File: config.mk
export PLATFORM = sky130hd
export DESIGN_NAME = payload_rr_arbiter_flat
export DESIGN_NICKNAME = d
export VERILOG_FILES = /design/src/rtl/payload_rr_arbiter_pkg.sv /design/src/rtl/payload_rr_arbiter_if.sv /design/src/rtl/payload_rr_arbiter_pick.sv /design/src/rtl/payload_rr_arbiter.sv /design/src/flat_wrapper.sv
export SDC_FILE = /design/constraint.sdc
export NUM_CORES = 1
export LEC_CHECK = 0
export BUFFER_PORTS_ARGS = -buffer_cell sky130_fd_sc_hd__buf_4
export CORE_ASPECT_RATIO = 0.5
export CORE_MARGIN = 2
export CORE_UTILIZATION = 41
export DETAILED_ROUTE_END_ITERATION = 16
export PLACE_DENSITY = 0.81
export REMOVE_ABC_BUFFERS = 1
export SLEW_MARGIN = 20
export SYNTH_ARGS = -nofsm -noshare
export SYNTH_HDL_FRONTEND = slang
export SYNTH_SLANG_ARGS = --single-unit
File: constraint.sdc
create_clock -name clk -period 2.6 [get_ports clk]
set_input_delay 0.13 -clock clk [delete_from_list [all_inputs] [get_ports clk]]
set_output_delay 0.13 -clock clk [all_outputs]
set_load 0.05 [all_outputs]
File: src/rtl/payload_rr_arbiter_pkg.sv
// Shared payload definitions and the round-robin search helper used by the
// request-side arbiter and future response-side demux arbiters.
package payload_rr_arbiter_pkg;

  localparam int unsigned ID_WIDTH   = 3;
  localparam int unsigned ADDR_WIDTH = 16;
  localparam int unsigned DATA_WIDTH = 32;
  localparam int unsigned MAX_SRC    = 2 ** ID_WIDTH;

  typedef struct packed {
    logic [ID_WIDTH-1:0]   id;
    logic [ADDR_WIDTH-1:0] addr;
    logic [DATA_WIDTH-1:0] data;
  } payload_t;

  typedef struct packed {
    logic                found;
    logic [ID_WIDTH-1:0] idx;
  } rr_pick_t;

  // First set bit of valid at or after ptr, wrapping past num_src-1 to 0.
  function automatic rr_pick_t rr_pick(input logic [MAX_SRC-1:0]  valid,
                                       input logic [ID_WIDTH-1:0] ptr,
                                       input int unsigned         num_src);
    rr_pick_t    res;
    int unsigned j;
    res = '0;
    for (int unsigned i = 0; i < MAX_SRC; i++) begin
      if (i < num_src) begin
        j = 32'(ptr) + i;
        if (j >= num_src) j = j - num_src;
        if (!res.found && valid[j[ID_WIDTH-1:0]]) begin
          res.found = 1'b1;
          res.idx   = j[ID_WIDTH-1:0];
        end
      end
    end
    return res;
  endfunction

endpackage

File: src/rtl/payload_rr_arbiter_if.sv
// Source-side request channels plus the merged, registered output stream.
interface payload_rr_arbiter_if
  import payload_rr_arbiter_pkg::*;
#(
  parameter int unsigned NUM_SRC = 4
) ();

  logic [NUM_SRC-1:0]            src_valid;
  logic [NUM_SRC-1:0]            src_ready;
  logic [NUM_SRC*ADDR_WIDTH-1:0] src_addr;
  logic [NUM_SRC*DATA_WIDTH-1:0] src_data;
  payload_t                      out_payload;
  logic                          out_valid;
  logic                          out_ready;

  modport master (
    output src_valid, src_addr, src_data, out_ready,
    input  src_ready, out_payload, out_valid
  );

  modport slave (
    input  src_valid, src_addr, src_data, out_ready,
    output src_ready, out_payload, out_valid
  );

endinterface

File: src/rtl/payload_rr_arbiter_pick.sv
// Purely combinational round-robin winner search over NUM_SRC requests.
module rr_pick_comb
  import payload_rr_arbiter_pkg::*;
#(
  parameter int unsigned NUM_SRC = 4,
  localparam int unsigned SrcW   = $clog2(NUM_SRC)
) (
  input  logic [NUM_SRC-1:0] valid_i,
  input  logic [SrcW-1:0]    ptr_i,
  output logic               found_o,
  output logic [SrcW-1:0]    idx_o
);

  rr_pick_t res;

  always_comb begin
    res     = rr_pick(MAX_SRC'(valid_i), ID_WIDTH'(ptr_i), NUM_SRC);
    found_o = res.found;
    idx_o   = SrcW'(res.idx);
  end

endmodule

File: src/rtl/payload_rr_arbiter.sv
// Round-robin merge of NUM_SRC valid/ready channels into one registered payload stream
// tagged with the originating source index.
module payload_rr_arbiter
  import payload_rr_arbiter_pkg::*;
#(
  parameter int unsigned NUM_SRC = 4
) (
  input  logic                 clk,
  input  logic                 rst,
  payload_rr_arbiter_if.slave  bus,
  output logic [15:0]          grant_cnt
);

  localparam int unsigned SRC_W = $clog2(NUM_SRC);

  typedef enum logic {StEmpty, StFull} state_e;

  state_e           state_q;
  logic [SRC_W-1:0] ptr_q, ptr_d;
  payload_t         payload_q;
  logic             valid_q;
  logic [15:0]      cnt_q;

  logic             found;
  logic [SRC_W-1:0] win;
  logic             free;
  logic             accept;

  rr_pick_comb #(
    .NUM_SRC(NUM_SRC)
  ) u_pick (
    .valid_i(bus.src_valid),
    .ptr_i  (ptr_q),
    .found_o(found),
    .idx_o  (win)
  );

  always_comb begin
    free   = (state_q == StEmpty) || bus.out_ready;
    accept = free && found;
    ptr_d  = (32'(win) == NUM_SRC - 1) ? '0 : win + 1'b1;
    bus.src_ready = '0;
    // Reset masks ready so no source believes a beat was taken and then dropped.
    if (!rst && accept) bus.src_ready[win] = 1'b1;
  end

  always_ff @(posedge clk) begin
    if (rst) begin
      state_q   <= StEmpty;
      ptr_q     <= '0;
      payload_q <= '0;
      valid_q   <= 1'b0;
      cnt_q     <= '0;
    end else if (accept) begin
      payload_q <= '{id:   ID_WIDTH'(win),
                     addr: bus.src_addr[win*ADDR_WIDTH +: ADDR_WIDTH],
                     data: bus.src_data[win*DATA_WIDTH +: DATA_WIDTH]};
      valid_q   <= 1'b1;
      state_q   <= StFull;
      ptr_q     <= ptr_d;
      cnt_q     <= cnt_q + 16'd1;
    end else if (state_q == StFull && bus.out_ready) begin
      valid_q   <= 1'b0;
      state_q   <= StEmpty;
    end
  end

  assign bus.out_payload = payload_q;
  assign bus.out_valid   = valid_q;
  assign grant_cnt       = cnt_q;

endmodule

File: src/flat_wrapper.sv
// flat-port wrapper written by rule: the top's interface ports become plain ports
module payload_rr_arbiter_flat import payload_rr_arbiter_pkg::*;
#(
  parameter int unsigned NUM_SRC = 4
)
  (clk, rst, grant_cnt, bus_src_valid, bus_src_addr, bus_src_data, bus_out_ready, bus_src_ready, bus_out_payload, bus_out_valid);
  payload_rr_arbiter_if #(.NUM_SRC(NUM_SRC)) bus_i ();
  input  logic clk;
  input  logic rst;
  output logic [15:0] grant_cnt;
  input wire logic [$bits(bus_i.src_valid)-1:0] bus_src_valid;
  input wire logic [$bits(bus_i.src_addr)-1:0] bus_src_addr;
  input wire logic [$bits(bus_i.src_data)-1:0] bus_src_data;
  input wire logic [$bits(bus_i.out_ready)-1:0] bus_out_ready;
  output wire logic [$bits(bus_i.src_ready)-1:0] bus_src_ready;
  output wire logic [$bits(bus_i.out_payload)-1:0] bus_out_payload;
  output wire logic [$bits(bus_i.out_valid)-1:0] bus_out_valid;
  assign bus_i.src_valid = bus_src_valid;
  assign bus_i.src_addr = bus_src_addr;
  assign bus_i.src_data = bus_src_data;
  assign bus_i.out_ready = bus_out_ready;
  assign bus_src_ready = bus_i.src_ready;
  assign bus_out_payload = bus_i.out_payload;
  assign bus_out_valid = bus_i.out_valid;
  payload_rr_arbiter #(.NUM_SRC(NUM_SRC)) u_core (.clk(clk), .rst(rst), .bus(bus_i), .grant_cnt(grant_cnt));
endmodule
== Yosys cells after proc, flatten, opt, wreduce, memory -nomap -nowiden ==
Cells that the tools add are included.

* Flip-flop bits (word level): 69
* Logic and storage cells: 64

* $add $sub $neg: 9
* Order comparisons: 10
* Equal/unequal tests: 1
* Shifts and indexed selects: 2
* Mux-type cells: 22
* Bitwise logic cells: 1
* Reductions and logical operators: 13

{| class="wikitable"
|+ Operator list
! operator !! number
|-
| 128-bit by 8-bit indexed part select with 32-bit output || 1
|-
| 64-bit by 7-bit indexed part select with 16-bit output || 1
|-
| 4-bit 2-to-1 mux || 5
|-
| 16-bit by 1-bit adder with 16-bit output, second input constant || 1
|-
| 3-bit by 4-bit < comparator with 1-bit output, second input constant || 4
|-
| 1-bit binary-select mux with 3-bit select || 4
|-
| 3-bit 2-to-1 mux || 4
|-
| 3-bit greater-or-equal comparator, second input constant || 3
|-
| 3-bit subtractor, second input constant || 3
|-
| 1-bit logical AND || 7
|-
| 1-bit 2-to-1 mux || 7
|-
| 2-bit by 2-bit adder with 3-bit output, second input constant || 2
|-
| 1-bit zero test || 4
|-
| 2-bit by 1-bit adder with 3-bit output, second input constant || 1
|-
| 2-bit by 3-bit greater-or-equal comparator with 1-bit output, second input constant || 1
|-
| 2-bit by 3-bit < comparator with 1-bit output, second input constant || 1
|-
| 2-bit by 3-bit subtractor with 3-bit output, second input constant || 1
|-
| 2-bit by 1-bit adder with 2-bit output, second input constant || 1
|-
| 1-bit demux with 2-bit select || 1
|-
| 2-bit == test, second input constant || 1
|-
| 2-bit by 1-bit greater-or-equal comparator with 1-bit output, second input constant || 1
|-
| 2-bit 2-to-1 mux || 1
|-
| 2-bit nonzero test || 1
|-
| 1-bit logical OR || 1
|-
| 1-bit inverter || 1
|}

== Depth between registers and ports, before layout ==
Gate-level depths: netlist (run 1).

* Word-level depth: 19
* Depth in mapped cells: 9
* Gate-level depth less buffers: 6

== Cells and area by module ==
From an unflattened synthesis (run 1), not the netlist that was laid out.

* Cells, all modules: 404
* Area, all modules: 3851.2 um2

{| class="wikitable"
|+ By module, submodules not included
! module !! times used !! cells an instance !! area each (um2)
|-
| payload_rr_arbiter || 1 || 389 || 3773.6
|-
| rr_pick_comb || 1 || 15 || 77.6
|}

== Worst setup path before layout (run 1) ==
Ideal clock, no wire load.

* Kind: register -> output
* Start point: reg u_core.ptr_q[1]
* End point: out bus_src_ready[3]
* Arrival time: 1.975 ns
* Slack: 0.495 ns
* Cell stages (with the launch flop): 8
* Path through: dfxtp_1 -> buf_2 -> mux2i_1 -> nor2_1 -> nor3_1 -> inv_2 -> buf_2 -> nor2_1

* Word-level cells in the longest chain between the ends: 19
* Elaborated cells on any way between the ends: 41
* Those cells by class: 7 x add/sub; 6 x order compare; 19 x mux; 9 x reduce/logical

{| class="wikitable"
|+ Ends and longest elaborated chain
! what !! line !! source
|-
| start, declared || payload_rr_arbiter.sv:19 || <nowiki>logic [SRC_W-1:0] ptr_q, ptr_d;</nowiki>
|-
| start signal, assigned || payload_rr_arbiter.sv:60 || <nowiki>ptr_q <= ptr_d;</nowiki>
|-
| branches (longest 13 deep; another with 2-bit by 1-bit adder with 3-bit output) || - ||
|-
| 4-bit 2-to-1 mux * || payload_rr_arbiter_pkg.sv:32 || <nowiki>if (!res.found && valid[j[ID_WIDTH-1:0]]) begin</nowiki>
|-
| 2-bit by 3-bit < comparator with 1-bit output (not written as such) / 2-bit by 1-bit greater-or-equal comparator with 1-bit output (equally long branches) || payload_rr_arbiter.sv:44 || <nowiki>if (!rst && accept) bus.src_ready[win] = 1'b1;</nowiki>
|-
| 1-bit logical AND (not written as such) || payload_rr_arbiter.sv:44 ||
|-
| 1-bit 2-to-1 mux (not written as such) || payload_rr_arbiter.sv:44 ||
|-
| 1-bit demux with 2-bit select || - ||
|-
| 4-bit 2-to-1 mux * || payload_rr_arbiter.sv:44 ||
|-
| end, declared || flat_wrapper.sv:15 || <nowiki>output wire logic [$bits(bus_i.src_ready)-1:0] bus_src_ready;</nowiki>
|}

Mark *: on every way between the ends. The select of a mux whose other input is x is not followed.

== Worst setup path after layout (run 1) ==
* Start point: reg u_core.ptr_q[1]
* End point: out bus_src_ready[0]

The elaborated chain is that of the path after synthesis.

==> results.md, run 1 <==
* Status: finished clean
* Seq pwr share at 33.3%
* Iter 0 DRT Violations at 161
* Die area at 0.00963 mm²
* R2r setup slk at 0.38 ns
* CTS clk-pin slew, worst paths at 0.05 ns
* Crit-path cells: mux2i_1 -> nor2_1 -> nor3_1 -> or3_2 -> inv_1 -> buf_4
* Actual slew at the worst max-slew pin at 0.757 ns
* Post-synth cell types at 33
* Root Buffer: clkbuf_16
* Sequential cell area fraction in the yosys report at between 30% and 40%
* P_leak at 3.09 nW
* TritonRoute pass-1 iters at 5
* RSZ-0062 raised after global routing: no
* Clock Skews at 0.00496 ns
* Logic pwr share at 37.1%
* Slew headroom at 49.1%
* Critical path data required time at 2.47 ns
* Max Root-Sink Buffers at 2
* Largest net degree at the start of global routing at 50
* Pwr dens at approximately 640 mW/mm²
* VDD IR max at 0.406 mV
* I/O Pins at approximately 270
* Detail Route Antenna Nets at 0
* Period utilization at 93.2%
* Vias at about 4000
* Core area at 0.00865 mm²
* WS Path Type: flip-flop to primary output
* DR vias/cell at 5.20
* Max Freq at ~0.41 GHz
* Nets at 852
* Grt ovf at 0
* Clock power frac at just under 30%
* Yosys warnings at 0
* Worst Path Arrival at 2.29 ns
* Placement Setup Slack at 0.373 ns
* Count of pins over their slew limit at 0
* R2R depth at 6
* Initial antenna violation count at 0
* Routability cong. at 0.914
* DIE WIDTH at 137 µm
* Vias in the first global route at 3873
* Clock Sink Count at slightly below 70
* Final Worst Setup Slack at 0.178 ns
* Max Cap Viol at 0
* Area post-placement at 0.00575 mm²
* Wire per inst at 17.1 µm
* Sw Share at a little over a third
* Detailed Route WL at 13200 µm
* Final setup vio count at 0
* Setup crit end: bus_src_ready[0]
* Setup crit start: u_core.ptr_q[1]$_SDFFE_PP0P_
* CP Max Fanout at 14
* Fin area at 0.00605 mm²
* Post-CTS setup buffer count at 0
* Worst setup SP type: flip-flop
* Switch Pwr at around 1.4 mW
* Post-synthesis cell area at ~0.0036 mm²
* Die Ht at 70.4 µm
* # resized after CTS at 0
* Worst R2R End: u_core.bus.out_payload[1]$_SDFFE_PP0P_
* Initial Util at 41.8%
* Critical R2R Launch: u_core.ptr_q[1]$_SDFFE_PP0P_
* Crit-path slowest cell: dfxtp_1
* Clk_lat worst skew at approximately 0.32 ns
* Row count at 24
* Final Hold Vio Count at 0
* Total track usage at 26.6%
* DRC viols at 0
* Buffers on Ports at 269
* #FFs+latches synth at between 60 and 70
* Ant. Diodes at 0
* H-tree levels at 3
* Ratio of cells with drive above 1 in the final layout at 47.0%
* First-pass GRT wire length at 19900 µm
* Post-Synthesis Cells at 392
* Num CTS Buffers at 9
* Hold_buf cts at 0
* Dpl hpwl at 10000 µm
* Filler cells at approximately 720
* Syn Area/Cell at just over 9 µm²
* Final min period at 2.42 ns
* Hold Path Class: primary input to flip-flop
* CTS tree: built
* Layout area overhead at 67.4%
* Max incr delay on CP at 0.48 ns
* Cell-internal power at around 2.5 mW
* Crit end category: primary output
==> Yosys cell counts, drive strengths merged <==
cell type,number,area (µm²)
clkbuf,10,37.5
xnor2,3,26.3
nand4,3,18.8
a22oi,48,360
and4,1,8.76
nand2b,2,12.5
nor2,22,82.6
inv,53,199
and3,7,43.8
o211ai,1,7.51
xor2,12,105
nor4,1,6.26
nor2b,1,6.26
o2bb2a,1,20.0
a211oi,2,15.0
ha,2,25.0
nor3,3,15.0
a21oi,8,40.0
nand2,13,48.8
o21ai,2,13.8
conb,1,3.75
dfxtp,69,1380
mux2i,49,490
nand3,7,35.0
or3,1,6.26
or4,1,7.51
o221ai,48,477
buf,21,123
==> power groups by stage <==
stage | Combinational (mW) | Sequential [mW] | Clock, mW
2_1_floorplan | 0.399 | 1.73 | 0
3_3_place_gp | 1.41 | 1.30 | 0
3_5_place_dp | 1.43 | 1.30 | 0
4_1_cts | 1.43 | 1.28 | 1.15
5_1_grt | 1.50 | 1.30 | 1.20
6_report | 1.43 | 1.28 | 1.14
==> area by class of cell <==
cell class	count	area, µm²	share of cell area [%]
Clock inverter	1	5.00	0.0827
Sequential cell	69	1380	22.8
Timing Repair Buffer	279	2150	35.5
Tap cell	117	146	2.42
Multi-Input combinational cell	239	1900	31.3
Clock buffer	14	274	4.53
Inverter	53	199	3.29
==> state kept, by name, summed over array words and instances (netlist names) <==
name and cells:
u_core.grant_cnt 16, u_core.state_q 1, u_core.ptr_q 2, u_core.bus.out_payload 50
==> cells in the final DEF, fill, tap and decap left out, types with 2 or more instances in the layout <==
master	n
xor2_1	12
nor2_1	20
o221ai_2	9
inv_1	52
nor2_4	2
o221ai_1	39
a211oi_1	2
buf_12	3
nor3_1	3
a22oi_1	48
clkbuf_8	3
and3_1	7
xnor2_1	3
dfxtp_1	69
clkbuf_1	2
nand2_1	13
nand4_1	3
nand3_1	6
a21oi_1	8
ha_1	2
mux2i_1	49
buf_4	275
clkbuf_16	9
nand2b_1	2
==> routing by layer <==
layer	up-vias	GRT usage [%]	wire length, µm
met5	-	0	0
li1	1962	-	-
met1	1903	30.9	5240
met2	122	47.8	6880
met3	31	7.26	761
met4	0	7.90	312
==> critical path: cells and delay by family, from the launching register on <==
kind          cells  cell delay [ns]
buf+inv           2             0.28
flops             1             0.48
mux               1             0.22
simple gates      3             0.99
==> cell families after synthesis <==
kind of cell / Yosys count / synth area share, %
simple gates: 62 / 8.06
fa+ha+maj: 2 / 0.692
other cells: 1 / 0.104
mux: 49 / 13.6
flops: 69 / 38.2
buf+inv: 84 / 9.93
compound gates: 110 / 25.8
xor+xnor: 15 / 3.63
==> through the flow <==
stage / hold slack (ns) / utilization [%] / instances / TNS, ns / total power [mW]
4_1_cts: 0.0385 / 69.7 / 771 / 0 / 3.87
3_3_place_gp: 0.366 / 66.5 / 756 / 0 / 2.71
3_5_place_dp: 0.375 / 66.5 / 756 / 0 / 2.73
2_1_floorplan: 0.199 / - / 361 / -40.65 / 2.13
6_report: 0.0472 / 70.0 / 772 / 0 / 3.85
5_1_grt: 0.0487 / 70.0 / 772 / 0 / 4.01
==> worst min path at each step <==
stage	startpoint	end	slack, ns	depth (start not counted)
after global routing	bus_src_addr[17]	u_core.bus.out_payload[33]$_SDFFE_PP0P_	0.05	3
final	bus_src_addr[31]	u_core.bus.out_payload[47]$_SDFFE_PP0P_	0.05	3
after floorplan	rst	u_core.bus.out_payload[48]$_SDFFE_PP0P_	0.20	1
after CTS	bus_src_data[56]	u_core.bus.out_payload[24]$_SDFFE_PP0P_	0.04	3
after global placement	bus_src_addr[26]	u_core.bus.out_payload[42]$_SDFFE_PP0P_	0.37	3
after detailed placement	bus_src_addr[31]	u_core.bus.out_payload[47]$_SDFFE_PP0P_	0.38	3
No activity file was read; power rests on OpenSTA's default activity.
==> inputs of run 2 (changes only) <==
CORE_UTILIZATION = 42   (was 41)
CTS_BUF_LIST = sky130_fd_sc_hd__clkbuf_4   (was default)
PLACE_DENSITY = 0.82   (was 0.81)
==> results.md, run 2 (synthesis results as in run 1) <==
* Status: finished clean
* Filler cells at 540
* Die Ht at 69.6 µm
* Worst setup SP type: flip-flop
* Wire per inst at approximately 20 µm
* Seq pwr share at 37.2%
* Final Util at 81.0%
* Period utilization at around 100%
* Fin area at around 0.0066 mm²
* Most common cell after layout, fill and taps aside: buf_4
* I/O Pins at 271
* Final Hold Vio Count at 0
* Hold Path Class: primary input to flip-flop
* Routability cong. at 0.868
* Layout area overhead at 83.1%
* Clk_lat worst skew at 0.41 ns
* Iter 0 DRT Violations at roughly 240
* Vias in the first global route at 4674
* CTS clk-pin slew, worst paths at 0.12 ns
* Detail Route Antenna Nets at 0
* Tot Pwr at about 3.4 mW
* Worst Path Arrival at 2.81 ns
* Sw Share at between 40% and 50%
* Vias at approximately 4600
* Final setup vio count at 0
* Ant. Diodes at 0
* Post-CTS setup buffer count at 0
* WS Path Type: flip-flop to flip-flop
* Max Freq at 0.396 GHz
* Core area at 0.00817 mm²
* Grt ovf at 0
* Final min period at about 2.5 ns
* TritonRoute pass-1 iters at 5
* DR vias/cell at 5.49
* Initial antenna violation count at 0
* Clock power frac at 16.4%
* CTS tree: built
* Switch Pwr at roughly 1.4 mW
* Critical path data required time at 2.88 ns
* Total track usage at between 30 and 40%
* Pwr dens at 520 mW/mm²
* Num CTS Buffers at 9
* VDD IR max at 0.284 mV
* Most frequent cells in the layout: 278 x buf_4, 75 x dlygate4sd3_1, 68 x dfxtp_1
* Max reg flops at 50
* Hold path depth at 3
* First-pass GRT wire length at between 20000 and 25000 µm
* Ratio of cells with drive above 1 in the final layout at 42.5%
* Cell Count Post-Placement at 753
* Largest net degree at the start of global routing at 50
* Detailed Route WL at 16800 µm
* Worst Hold Slack at 0.0161 ns
* Cell-internal power at roughly 2.0 mW
* Die area at 0.00941 mm²
* Finished Layout Cells at 843
* Clock Skews at 0.0135 ns
* Count of pins over their slew limit at 0
* Root Buffer: clkbuf_4
* P_leak at 3.33 nW
* R2R depth at 8
* CP Max Fanout at 28
* Clock Sink Count at 69
* Max Cap Viol at 0
* Area post-placement at 0.00574 mm²
* DRC viols at 0
* Nets at just over 900
* Slew headroom at 48.7%
* Crit end category: flip-flop
* Dpl hpwl at 10300 µm
* Row count at 23
* H-tree levels at 3
* DIE WIDTH at 135 µm
* Max Root-Sink Buffers at 2
* Logic pwr share at 46.3%
* Actual slew at the worst max-slew pin at around 0.76 ns
* Buffers on Ports at 269
* Initial Util at 44.2%
run 2: cell types whose count changed in the layout (fill, tap and decap cells not counted), sizes merged:
cell         change
clkinv           +3
clkbuf           -4
buf              +2
dlygate4sd3     +75
run 2: repair_timing:
action / 4_1_cts / 5_1_grt
hold buffers: 63 / 12
setup endpoints to repair: 0 / 5
resized for setup: 0 / 2
endpoints found under the hold margin: 48 / 6
run 2: final timing paths:
check	from	end	slack [ns]
setup / recovery	u_core.ptr_q[1]$_SDFFE_PP0P_	u_core.bus.out_payload[24]$_SDFFE_PP0P_	0.07
hold / removal	bus_src_data[19]	u_core.bus.out_payload[19]$_SDFFE_PP0P_	0.02
setup reg to reg	u_core.ptr_q[1]$_SDFFE_PP0P_	u_core.bus.out_payload[24]$_SDFFE_PP0P_	0.07
hold reg to reg	u_core.bus.out_payload[49]$_SDFFE_PP0P_	u_core.bus.out_payload[49]$_SDFFE_PP0P_	0.47
run 2: final cells by class:
| cell class | instances | area (µm²) | share of cell area, % |
|---|---|---|---|
| clock buffers | 10 | 75.1 | 1.13 |
| clock inverters | 4 | 17.5 | 0.265 |
| inverters | 53 | 199 | 3.00 |
| multi-input cells | 239 | 1900 | 28.7 |
| flip-flops and latches | 69 | 1380 | 20.9 |
| well taps | 112 | 140 | 2.12 |
| repair buffers | 356 | 2910 | 43.9 |
run 2: per-layer routing:
metal / vias up / routed length [µm] / GRT usage, %
met5: - / 0 / 0
met3: 90 / 1310 / 10.1
met1: 2169 / 5890 / 33.6
li1: 2123 / - / -
met4: 0 / 897 / 16.8
met2: 246 / 8690 / 61.2
run 2: stage by stage:
stage / setup TNS (ns) / setup WS, ns
2_1_floorplan: -40.65 / -0.877
3_3_place_gp: 0 / 0.376
3_5_place_dp: 0 / 0.260
4_1_cts: 0 / 0.0323
5_1_grt: -0.0530 / -0.0530
6_report: 0 / 0.0745
run 2: critical path, cell delays in order, from the launching register on:
cell	delay [ns]
dfxtp_2	0.42
mux2i_1	0.21
nor2_1	0.07
nor3_2	0.33
inv_2	0.09
buf_4	0.30
mux2i_1	0.24
dlygate4sd3_1	0.63
o221ai_2	0.10
run 2: power groups by stage:
stage | sequential (mW) | clock, mW | combinational (mW)
floorplan | 1.73 | 0 | 0.399
global placement | 1.29 | 0 | 1.42
detailed placement | 1.29 | 0 | 1.44
CTS | 1.27 | 0.569 | 1.52
global route | 1.29 | 0.623 | 1.66
finish | 1.28 | 0.565 | 1.59
